## src/rtl/dna_port_emu.sv

```systemverilog
// Device DNA port responder: READ loads the ID, SHIFT streams it MSB first, sticky flags flag misuse.
// Latency: one register stage, every edge effect visible right after that edge; no backpressure.
module dna_port_emu #(
    parameter int                    DNA_LENGTH  = 96,
    parameter logic [DNA_LENGTH-1:0] DNA_VALUE   = 96'h0123456789ABCDEF00112233,
    parameter bit                    USE_PORT_ID = 1'b0,
    localparam int                   CW          = $clog2(DNA_LENGTH + 1) + 1
) (
    input  logic                  i_clock,
    input  logic                  i_reset,
    input  logic                  i_read,
    input  logic                  i_shift,
    input  logic                  i_din,
    input  logic [DNA_LENGTH-1:0] i_dna_id,
    output logic                  o_dout,
    output logic [CW-1:0]         o_shift_count,
    output logic                  o_loaded,
    output logic                  o_err_overrun,
    output logic                  o_err_unloaded,
    output logic                  o_err_collision
);

    localparam logic [CW-1:0] LEN_C = CW'(DNA_LENGTH);

    logic [DNA_LENGTH-1:0] r_sr;
    logic [CW-1:0]         r_cnt;
    logic                  r_loaded;
    logic                  r_err_overrun;
    logic                  r_err_unloaded;
    logic                  r_err_collision;
    logic [DNA_LENGTH-1:0] w_id;

    assign w_id = USE_PORT_ID ? i_dna_id : DNA_VALUE;

    always_ff @(posedge i_clock or posedge i_reset) begin
        if (i_reset) begin
            r_sr            <= '0;
            r_cnt           <= '0;
            r_loaded        <= 1'b0;
            r_err_overrun   <= 1'b0;
            r_err_unloaded  <= 1'b0;
            r_err_collision <= 1'b0;
        end else if (i_read) begin
            // A load wins over a simultaneous shift; the shift is only reported.
            r_sr     <= w_id;
            r_cnt    <= '0;
            r_loaded <= 1'b1;
            if (i_shift) begin
                r_err_collision <= 1'b1;
            end
        end else if (i_shift) begin
            r_sr <= {r_sr[DNA_LENGTH-2:0], i_din};
            if (r_cnt != '1) begin
                r_cnt <= r_cnt + CW'(1);
            end
            if (r_cnt >= LEN_C) begin
                r_err_overrun <= 1'b1;
            end
            if (!r_loaded) begin
                r_err_unloaded <= 1'b1;
            end
        end
    end

    assign o_dout          = r_sr[DNA_LENGTH-1];
    assign o_shift_count   = r_cnt;
    assign o_loaded        = r_loaded;
    assign o_err_overrun   = r_err_overrun;
    assign o_err_unloaded  = r_err_unloaded;
    assign o_err_collision = r_err_collision;

endmodule

```

## config.mk

```make
export PLATFORM = sky130hd
export DESIGN_NAME = dna_port_emu
export DESIGN_NICKNAME = d
export VERILOG_FILES = /design/src/rtl/dna_port_emu.sv
export SDC_FILE = /design/constraint.sdc
export NUM_CORES = 1
export LEC_CHECK = 0
export CAP_MARGIN = 20
export CORE_MARGIN = 5
export CORE_UTILIZATION = 49
export DETAILED_ROUTE_END_ITERATION = 7
export GPL_ROUTABILITY_DRIVEN = 0
export PLACE_DENSITY = 0.8
export SYNTH_ARGS = -nofsm -noshare
export SYNTH_HDL_FRONTEND = slang
export SYNTH_SLANG_ARGS = --single-unit
```

## constraint.sdc

```tcl
create_clock -name i_clock -period 5 [get_ports i_clock]
set_clock_uncertainty 0.2 [all_clocks]
set_input_delay 1 -clock i_clock [delete_from_list [all_inputs] [get_ports i_clock]]
set_output_delay 1 -clock i_clock [all_outputs]
set_load 0.005 [all_outputs]
```

* Yosys cells after proc, flatten, opt, wreduce, memory -nomap -nowiden
Cells that the tools add are included.
Cells by class: add/subtract/negate cells 1, $mul 0, divide/modulo/power cells 0, magnitude comparators 1, equal/unequal tests 1, shifts and indexed selects 0, mux-type cells 5, bitwise gates (word level) 2, reductions and logical operators 6
Operator list (count):
- $mux W96 | 2
- $mux W8 | 3
- $add A8 B1 Y8 const B | 1
- $ge A8 B7 Y1 const B | 1
- $ne A8 B8 Y1 const B | 1
- $reduce_and A3 Y1 | 2
- $reduce_and A2 Y1 | 2
- $reduce_bool A2 Y1 | 2
- $not A1 Y1 | 2
Storage, ports and cells: register bits 108, latch bits 0, bits in writable memories 0, ROM bits 0, output and inout bits 13, logic and storage cells 22, memories kept 0

* Depth between registers and ports, before layout
depth after elaboration 4, depth in mapped cells 5

* Least setup slack after synthesis
Ideal clock, no wire load.
path type input-to-reg, start in i_shift, end reg r_sr[0], library setup time 124 ps, arrival time 1715 ps, data required time 4676 ps, setup slack 2961 ps, stages on the path 4, buffers on the path 3, path through buf_6 buf_2 buf_2 a211o_1
Between the ends: longest elaborated chain between the ends 1
Ends and longest elaborated chain:
- start: declaration | line 12 | input logic i_shift,
- $reduce_bool A2 Y1 (no line)
- end signal: assignment | line 45 | r_sr <= w_id;
- end signal: assignment | line 52 | r_sr <= {r_sr[DNA_LENGTH-2:0], i_din};
- end: declaration | line 25 | logic [DNA_LENGTH-1:0] r_sr;
No other way between the ends. A chain may end at the register's enable or synchronous reset.

* Worst setup path after layout
start reg r_cnt[1], in the netlist o_shift_count[1], end out o_shift_count[1]
RTL lines:
- start: declaration | line 26 | logic [CW-1:0] r_cnt;
- start signal: assignment | line 54 | r_cnt <= r_cnt + CW'(1);
- end: declaration | line 16 | output logic [CW-1:0] o_shift_count,
No word-level cell between the ends.

==> run_results.csv <==
group,metric,value,unit
power_and_ir_drop,ir_drop,0.278,mV
synthesis,yosysSeqAreaShare,59.5,%
sta,slew_headroom,29.0,%
clock_tree,cts.sinks,108,
floorplan,row_count,35,
synthesis,synth-async-reset-ratio,100,%
sta,slew_viol_final,0,
final_layout,drive_gt1_share,5.97,%
drt,ant_nets,0,
clock_tree,clk_latency,360,ps
global_route,grt_use_total,12.8,%
sta,setup_violations,0,
synthesis,synthesis.area,4540,um^2
sta,rsz0062_at_grt,"no",
synthesis,synth_ff_type,"dfrtp_1",
power_and_ir_drop,powerDensity,326,nW/um^2
final_layout,layout.area.seq,2700,um^2
clock_tree,root_buffer,"clkbuf_8",
final_layout,multiInputGateArea,1670,um^2
clock_tree,cts-resized-gates,0,
drt,avgViaCountPerCell,5.36,
flow_run,maxCapViolCount,0,
clock_tree,htree_levels,3,
synthesis,synth_fp_nets,481,
synthesis,ys_warn_count,0,
critical_path,required,3800,ps
critical_path,critPathBufInv,1,
floorplan,die_area,11300,um^2
final_layout,fill_cells,767,
floorplan,io_pins,114,
floorplan,dieHeight,106,um
clock_tree,post_cts_buffers,0,
clock_tree,cts-buffers-inserted,9,
clock_tree,cts.path.max_buffers,2,
global_route,antenna_found_initial,0,
drt,routed_wl,6.54,mm
clock_tree,postCtsHoldBufs,0,
final_layout,fin_cells,496,
global_route,grt_pass1_vias,2725,
sta,max_clock_freq,0.386,GHz
critical_path,arrival,1390,ps
critical_path,startpoint_type,"flop",
final_layout,areaGrowthSynthToFinish,8.40,%
critical_path,slowest_delay,560,ps
synthesis,synth_top_area_share,59.5,%
synthesis,synthTopCellsByArea,"dfrtp_1 (59%), mux2i_1 (13%), a211o_1 (7.7%)",
critical_path,cp_top_family,"buffers and inverters",
sta,worst_slew_pin_slew,1060,ps
worst_hold_path,hp-class,"reg -> reg",
drt,via_count,2660,
floorplan,start_util,49.7,%
clock_tree,cts_tree,"yes",
drt,wl_per_cell,13.2,um
sta,finalCriticalPeriod,2590,ps
synthesis,synthCells,378,
final_layout,nets,483,
status,status,"finished, final reports clean",
synthesis,yosysTopAreaCell,"dfrtp_1",
sta,timing.hold.ws,263,ps
critical_path,crit_chain,"clkdlybuf4s50_1",
drt,drtIter0Drc,193,
placement,hpwl,3.70,mm
global_route,grt_max_degree,127,
drt,dr.pass1.iters,5,
floorplan,core-area,9150,um^2
drt,drcViolationCount,0,
critical_path,worst-setup-path-type,"reg -> out",
clock_tree,path_clk_slew,90,ps
critical_path,worstSetupEndpointType,"output port",
global_route,grt_pass1_wl,12.0,mm
synthesis,synth_edf_count,0,
global_route,overflow,0,
sta,finalHoldViolCount,0,
synthesis,avgSynthCellArea,12.0,um^2
placement,portBuffers,17,
sta,post-route-period-util,51.9,%
synthesis,ys_types,31,
placement,place_inst,480,
floorplan,die_w,106,um
final_layout,diodes,0,
critical_path,crit_slowest_cell,"clkdlybuf4s50_1",
critical_path,regToRegSetupSlack,3060,ps
synthesis,ys_ff_latch,108,
sta,finalSetupTns,0,ps
critical_path,worstPathMaxFanout,6,
power_and_ir_drop,leakage,2.27,nW
==> worst paths after layout <==
path                                                 to                          from  cells past startpoint
max                                    o_shift_count[1]  o_shift_count[1]$_DFFE_PP0P_                      1
min                         o_err_collision$_DFFE_PP0P_   o_err_collision$_DFFE_PP0P_                      1
max reg2reg                o_shift_count[0]$_DFFE_PP0P_  o_shift_count[0]$_DFFE_PP0P_                      4
min reg2reg                 o_err_collision$_DFFE_PP0P_   o_err_collision$_DFFE_PP0P_                      1
max in group asynchronous          r_sr[28]$_DFFE_PP0P_                       i_reset                      3
min in group asynchronous          r_sr[80]$_DFFE_PP0P_                       i_reset                      2
==> per-layer routing <==
layer / GRT usage (%) / share of wire [%] / vias up
li1: - / - / 1297
met5: 0 / 0 / -
met3: 3.52 / 2.8 / 12
met4: 5.18 / 1.9 / 0
met1: 15.7 / 47 / 1327
met2: 21.5 / 48 / 24
==> kinds of logic after synthesis <==
| kind of cell | after synthesis | synth area share (%) |
|---|---|---|
| adders and majority gates | 2 | 0.551 |
| buffers and inverters | 35 | 3.77 |
| muxes | 59 | 13.1 |
| AOI/OAI and AO/OA | 53 | 9.61 |
| and+or+nand+nor | 121 | 13.5 |
| DFF | 108 | 59.5 |
==> sequential cells by signal, summed over array words and instances (netlist names) <==
register and cells:
o_shift_count 8, r_sr 96, o_err_unloaded 1, o_err_overrun 1, o_loaded 1, o_err_collision 1
==> cells in the mapped netlist (3+ instances only) <==
cell type,n
dfrtp_1,108
nor2_1,60
mux2i_1,57
nor2b_1,42
a211o_1,40
clkbuf_1,15
buf_4,7
inv_1,7
buf_2,5
nand2b_1,4
a21oi_1,3
nor3_1,3
==> layout by cell type (no fill, tap or decap), types with 3 or more instances in the layout <==
master,synthesis,routed
buf_4,7,3
a21oi_1,3,3
a211o_1,40,40
nand2b_1,4,4
nor3_1,3,3
clkbuf_8,0,10
inv_1,7,6
dfrtp_1,108,108
mux2i_1,57,57
clkdlybuf4s50_1,0,15
nor2_1,60,60
nor2b_1,42,42
==> cell type report <==
cell class	instances	area share, %
clock buffer	11	2.87
clock inverter	5	1.22
inverter	7	0.584
multi-input combinational	235	33.9
sequential	108	54.9
tap	111	2.82
timing repair buffer	19	3.73
==> per-stage QoR <==
stage	area, um^2	utilization, %	power [W]	worst slack, ps
global placement	4720	51.6	0.00110	2130
global route	4930	53.8	0.00169	2330
finish	4930	53.8	0.00161	2410
detailed placement	4720	51.6	0.00111	2090
floorplan	4540	-	0.00108	954
CTS	4930	53.8	0.00163	2370
==> power by group <==
| part | internal [W] | switching (W) | total (W) |
|---|---|---|---|
| sequential | 0.000919 | 0.0000255 | 0.000944 |
| clock | 0.000247 | 0.000274 | 0.000521 |
| combinational | 0.0000643 | 0.0000779 | 0.000142 |
| total | 0.00123 | 0.000378 | 0.00161 |
(Power assumes the default switching activity.)
